--- src/rtl/bit_serial_adder.sv ---
// Bit-serial adder: one bit per clock, LSB first, via a minterm full adder.
// Ports: clk, rst (sync, active-high), start, a, b, cin -> busy, done, sum, cout.
module bit_serial_adder #(
    parameter int WIDTH = 8
) (
    input  logic             clk,
    input  logic             rst,
    input  logic             start,
    input  logic [WIDTH-1:0] a,
    input  logic [WIDTH-1:0] b,
    input  logic             cin,
    output logic             busy,
    output logic             done,
    output logic [WIDTH-1:0] sum,
    output logic             cout
);

    localparam int CW = $clog2(WIDTH) + 1;

    localparam logic [1:0] S_IDLE = 2'd0;
    localparam logic [1:0] S_RUN  = 2'd1;
    localparam logic [1:0] S_DONE = 2'd2;

    localparam logic [CW-1:0] LAST = CW'(WIDTH - 1);

    logic [1:0]       r_state;
    logic [WIDTH-1:0] r_a;
    logic [WIDTH-1:0] r_b;
    logic             r_c;
    logic [CW-1:0]    r_cnt;
    logic [WIDTH-1:0] r_sum;
    logic             r_cout;

    logic [2:0] w_idx;
    logic [7:0] w_m;
    logic       w_sbit;
    logic       w_cnext;

    // One-hot minterm decode of {a, b, carry}
    assign w_idx   = {r_a[0], r_b[0], r_c};
    assign w_m     = 8'd1 << w_idx;
    assign w_sbit  = w_m[1] | w_m[2] | w_m[4] | w_m[7];
    assign w_cnext = w_m[3] | w_m[5] | w_m[6] | w_m[7];

    always_ff @(posedge clk) begin
        if (rst) begin
            r_state <= S_IDLE;
            r_a     <= '0;
            r_b     <= '0;
            r_c     <= 1'b0;
            r_cnt   <= '0;
            r_sum   <= '0;
            r_cout  <= 1'b0;
        end else begin
            case (r_state)
                S_IDLE: begin
                    if (start) begin
                        r_a     <= a;
                        r_b     <= b;
                        r_c     <= cin;
                        r_cnt   <= '0;
                        r_sum   <= '0;
                        r_state <= S_RUN;
                    end
                end
                S_RUN: begin
                    // Sum bits enter at the MSB; after WIDTH shifts
                    // the first bit lands at the LSB.
                    r_sum <= {w_sbit, r_sum[WIDTH-1:1]};
                    r_a   <= r_a >> 1;
                    r_b   <= r_b >> 1;
                    r_c   <= w_cnext;
                    r_cnt <= r_cnt + 1'b1;
                    if (r_cnt == LAST) begin
                        r_cout  <= w_cnext;
                        r_state <= S_DONE;
                    end
                end
                S_DONE: begin
                    r_state <= S_IDLE;
                end
                default: begin
                    r_state <= S_IDLE;
                end
            endcase
        end
    end

    assign busy = (r_state == S_RUN);
    assign done = (r_state == S_DONE);
    assign sum  = r_sum;
    assign cout = r_cout;

endmodule
--- config.mk ---
export PLATFORM = sky130hd
export DESIGN_NAME = bit_serial_adder
export DESIGN_NICKNAME = d
export VERILOG_FILES = /design/src/rtl/bit_serial_adder.sv
export SDC_FILE = /design/constraint.sdc
export NUM_CORES = 1
export LEC_CHECK = 0
export ABC_CLOCK_PERIOD_IN_PS = 4000
export CORE_MARGIN = 4
export CORE_UTILIZATION = 66
export CTS_BUF_LIST = sky130_fd_sc_hd__clkbuf_16
export CTS_CLUSTER_DIAMETER = 40
export DETAILED_ROUTE_END_ITERATION = 8
export DONT_BUFFER_PORTS = 1
export PLACE_DENSITY = 0.91
export SLEW_MARGIN = 25
export SYNTH_ARGS = -nofsm -noshare
export SYNTH_HDL_FRONTEND = slang
export SYNTH_SLANG_ARGS = --single-unit
--- constraint.sdc ---
create_clock -name clk -period 4 [get_ports clk]
set_clock_uncertainty 0.05 [all_clocks]
set_input_delay 0.8 -clock clk [delete_from_list [all_inputs] [get_ports clk]]
set_output_delay 0.8 -clock clk [all_outputs]
set_load 0.1 [all_outputs]
[Word-level counts from Yosys, hierarchy flattened]
Cells that the tools add are included.
Operators by class
  add/sub/neg operators: 1
  equal/unequal tests: 5
  shifts and indexed selects: 1
  muxes and demuxes: 13
  bitwise operators: 6
  reduce and logical (&&, ||, !) cells: 5
Operators with widths (count)
  $pmux W8 S2: 3
  $mux W8: 3
  $pmux W4 S2: 1
  $shl A1 B3 Y8 const A: 1
  $or A1 B1 Y1: 6
  $reduce_and A2 Y1: 3
  $add A4 B1 Y4 const B: 1
  $eq A4 B3 Y1 const B: 1
  $mux W2: 2
  $mux W4: 1
  $pmux W2 S2: 1
  $eq A2 B1 Y1 const B: 1
  $eq A2 B2 Y1 const B: 1
  $logic_not A2 Y1: 1
  $ne A2 B1 Y1 const B: 1
  $ne A2 B2 Y1 const B: 1
  $pmux W1 S2: 1
  $reduce_bool A2 Y1: 1
  $mux W1: 1
Word-level totals
  bits in registers: 32
  input port bits: 20
  logic and storage cells: 38

[Longest topological paths before layout]
  depth after elaboration: 5
  gate-level depth with buffers: 6
  depth with buffers taken out: 4

[Worst setup path after synthesis]
Ideal clock, no wire load.
  kind: register to output
  start point: reg r_state[1]
  end point: out done
  arrival time: 2.119 ns
  required time: 3.150 ns
  setup slack: 1.031 ns
  stages on the path, launching flop included: 5
  cells stage by stage: dfxtp_1 -> buf_4 -> buf_6 -> buf_2 -> nor2b_1
On the way
  word-level cells in the longest chain between the ends: 1
Ends and longest elaborated chain
  start, declared: line 26  | logic [1:0] r_state;
  start signal, assigned: line 47  | r_state <= S_IDLE;
  start signal, assigned: line 63  | r_state <= S_RUN;
  start signal, assigned: line 76  | r_state <= S_DONE;
  $eq A2 B2 Y1: line 90  | assign done = (r_state == S_DONE);
  end, declared: line 13  | output logic done,
Every way passes these cells.

[Final worst setup path]
  start point: reg r_state[1]
  end point: out busy
On the way
  word-level cells in the longest chain between the ends: 1
Ends and longest elaborated chain
  $eq A2 B1 Y1: line 89  | assign busy = (r_state == S_RUN);
  end, declared: line 12  | output logic busy,
Every way passes these cells.

==> reports/metrics.yaml <==
hold_path.startpoint: "r_a[4]"
routedWlPerCell_um: 16.24
post-route-min-period_ns: 2.413
reg2reg_depth: 5
met1_length_um: 1363
finalCritPeriodShare: 0.6033
core_um2: 2212
grt_first_pass_wirelength_um: 5637
via_count: 1285
hold_path_end: "r_a[4]"
antenna_found_initial: 0
clock_sinks: 32
cts-root-buf: "clkbuf_16"
met2_length_um: 1630
postCtsSetupRepairBufs: 0
rr_startpoint: "r_state[1]"
cts_tree: "done"
diodes: 0
netlist-cell-type-count: 33
fp.dieH_um: 56.31
final_hold_viol_count: 0
syn_inst: 180
cp_max_fo: 12
first_pass_iters: 4
fill_cells: 166
yosys.area.top_type: "dfxtp_1"
r2r_slack_ns: 1.86
powerDensity_nw_per_um2: 477.7
maxSlewViolCount: 0
syn_nets: 202
clk_latency_ns: 0.27
yosysTopAreaCellShare: 0.4159
status: "finished, final reports clean"
setup_viol: 0
grt_max_degree: 34
crit_buf_inv: 1
syn2layout_area_growth_pct: 6.580
r2r-end: "cout"
port_buffers: 0
path_class: "reg -> out"
yosysWarnings: 0
post_cts_resized: 0
syn_area_um2: 1540
rsz0062_at_grt: "no"
clkSlewWorstSetupHoldPaths_ns: 0.05
max-slew-margin-rel: 0.2979
netlist_top_cells_area: "dfxtp_1 (42%), a21oi_1 (8.1%), nor2_1 (7.8%), o221a_2 (5.1%), a22oi_1 (3.9%)"
synth-seq-area-share: 0.4159
viasPerCell: 6.268
synthArstFlopShare: 0
power.leakage_nw: 0.6554
gr-usage-all-layers: 0.2264
cpPeakStageDelay_ns: 0.70
drtIter0Drc: 70
nNetsFinal: 198
ys.flop_type: "dfxtp_1"
htree_levels: 2
totalWireLength_um: 3330
ioPinCount: 31
ant_nets: 0
grt_pass1_vias: 1246
end_kind: "primary output"
floorplan.initialDensity: 0.6963
die_area_um2: 3171
cp_top_family: "buffers and inverters"
cp_data_required_time_ns: 3.15
route.met3.wl_um: 280
routed.top_layer: "met4"
whs_path_depth: 2
synth-edff-count: 0
place_congestion: 0.7501
crit_chain: "nand2b_2 -> inv_1"
maxCapViolCount: 0
ys_ff_latch: 32
hp-class: "reg -> reg"
drive_gt1_frac: 0.1638
fmax_mhz: 414.4
hpwl_um: 2141
clockBufferDepth: 2
grt_overflow: 0
die_x_um: 56.31
crit_arrival_ns: 1.56
ir_drop_mv: 0.4285
tightest_slew_ns: 1.052
drc: 0
cts_buffers: 5
setup_tns_ns: 0
start_kind: "flop"
row_count: 17
cts_hold_buf: 0
hold_slack_ns: 0.4404
slowest_stage: "inv_1"
syn_area_per_cell_um2: 8.557
-- Yosys cell counts, drive strengths merged, types with 3 or more instances --
master  number
nor3         7
buf         12
o22ai        4
o221a        7
a21oi       25
nor2b        5
inv         10
nand2        4
nor2        32
or3b         6
a22oi        8
nand2b       8
clkbuf       3
dfxtp       32
-- worst max-delay path by stage --
stage | slack (ns) | start | end | cells after the start
final | 1.59 | r_state[1] | busy | 2
after global routing | 1.52 | r_state[1] | busy | 2
after CTS | 1.58 | r_state[1] | busy | 2
after detailed placement | 1.88 | r_state[1] | busy | 2
after global placement | 1.90 | r_state[1] | busy | 2
after floorplan | 1.03 | r_state[1] | done | 4
-- worst reg2reg max path, stage by stage, from the launching register on --
cell and delay [ns]:
dfxtp_1 0.30, nand2b_2 0.28, inv_1 0.70, buf_4 0.33, a21oi_1 0.09, a311oi_1 0.29
-- cells by family (layout without fill, tap and decap cells) --
kind of cell    count (synthesis)  in the layout  synth area share
fa+ha+maj                       2              2           0.02112
buf+inv                        25             22           0.09099
simple gates                   67             67            0.2226
compound gates                 54             54            0.2494
flops                          32             32            0.4159
-- through the flow --
step	worst slack (ns)	std cells	power, mW	instance area, um^2	util
after global placement	1.901	197	0.4357	1505	0.6804
after floorplan	1.031	180	0.4383	1540	-
after global routing	1.521	205	0.8170	1642	0.7421
final	1.587	205	0.7842	1642	0.7421
after CTS	1.582	205	0.7881	1642	0.7421
after detailed placement	1.876	197	0.4426	1505	0.6804
-- power by group --
part	switching [mW]	internal (mW)	leakage [nW]
Clock	0.123	0.223	0.0738
Sequential	0.0205	0.338	0.263
Combinational	0.0441	0.0356	0.319
-- state kept, by name (all words and copies together), names as in the netlist --
name and cells:
r_a 8, r_b 8, sum 8, r_cnt 4, r_state 2, cout 1, r_c 1
-- metal layers --
layer | vias to the layer above | GRT usage
met5 | - | 0
met4 | 0 | 0.08475
met3 | 7 | 0.1080
met2 | 60 | 0.3740
met1 | 600 | 0.2514
li1 | 618 | -
-- area by class of cell --
class	instances	area (um^2)	area share
Tap cell	28	35.03	0.02134
Clock inverter	3	11.26	0.006860
Clock buffer	5	125.1	0.07622
Multi-Input combinational cell	123	762.0	0.4642
Inverter	10	37.54	0.02287
Sequential cell	32	640.6	0.3902
Timing Repair Buffer	4	30.03	0.01829
-- cell usage in the layout, fill, tap and decap left out --
master / Yosys / final
dfxtp_1: 32 / 32
o21ba_2: 1 / 1
a2bb2oi_1: 1 / 1
nor3_2: 1 / 1
o22ai_1: 4 / 4
nand2_1: 4 / 4
or2_2: 1 / 1
a2111oi_2: 1 / 1
fa_1: 1 / 1
o21bai_2: 1 / 1
nand3_1: 2 / 2
nand2b_2: 1 / 1
inv_1: 10 / 12
and3b_1: 1 / 1
a221o_1: 1 / 1
buf_4: 5 / 4
nor2b_2: 0 / 1
or3b_2: 6 / 6
nor2b_1: 5 / 4
o221a_2: 7 / 7
ha_1: 1 / 1
nor2_1: 32 / 32
a22oi_1: 8 / 8
a21oi_1: 25 / 25
clkbuf_16: 0 / 5
or3_1: 1 / 1
a31oi_1: 1 / 1
a311oi_1: 1 / 1
o211a_1: 1 / 1
clkinv_1: 0 / 1
nor3_1: 6 / 6
a211oi_1: 2 / 2
nand2b_1: 7 / 7
(Power assumes the default switching activity.)
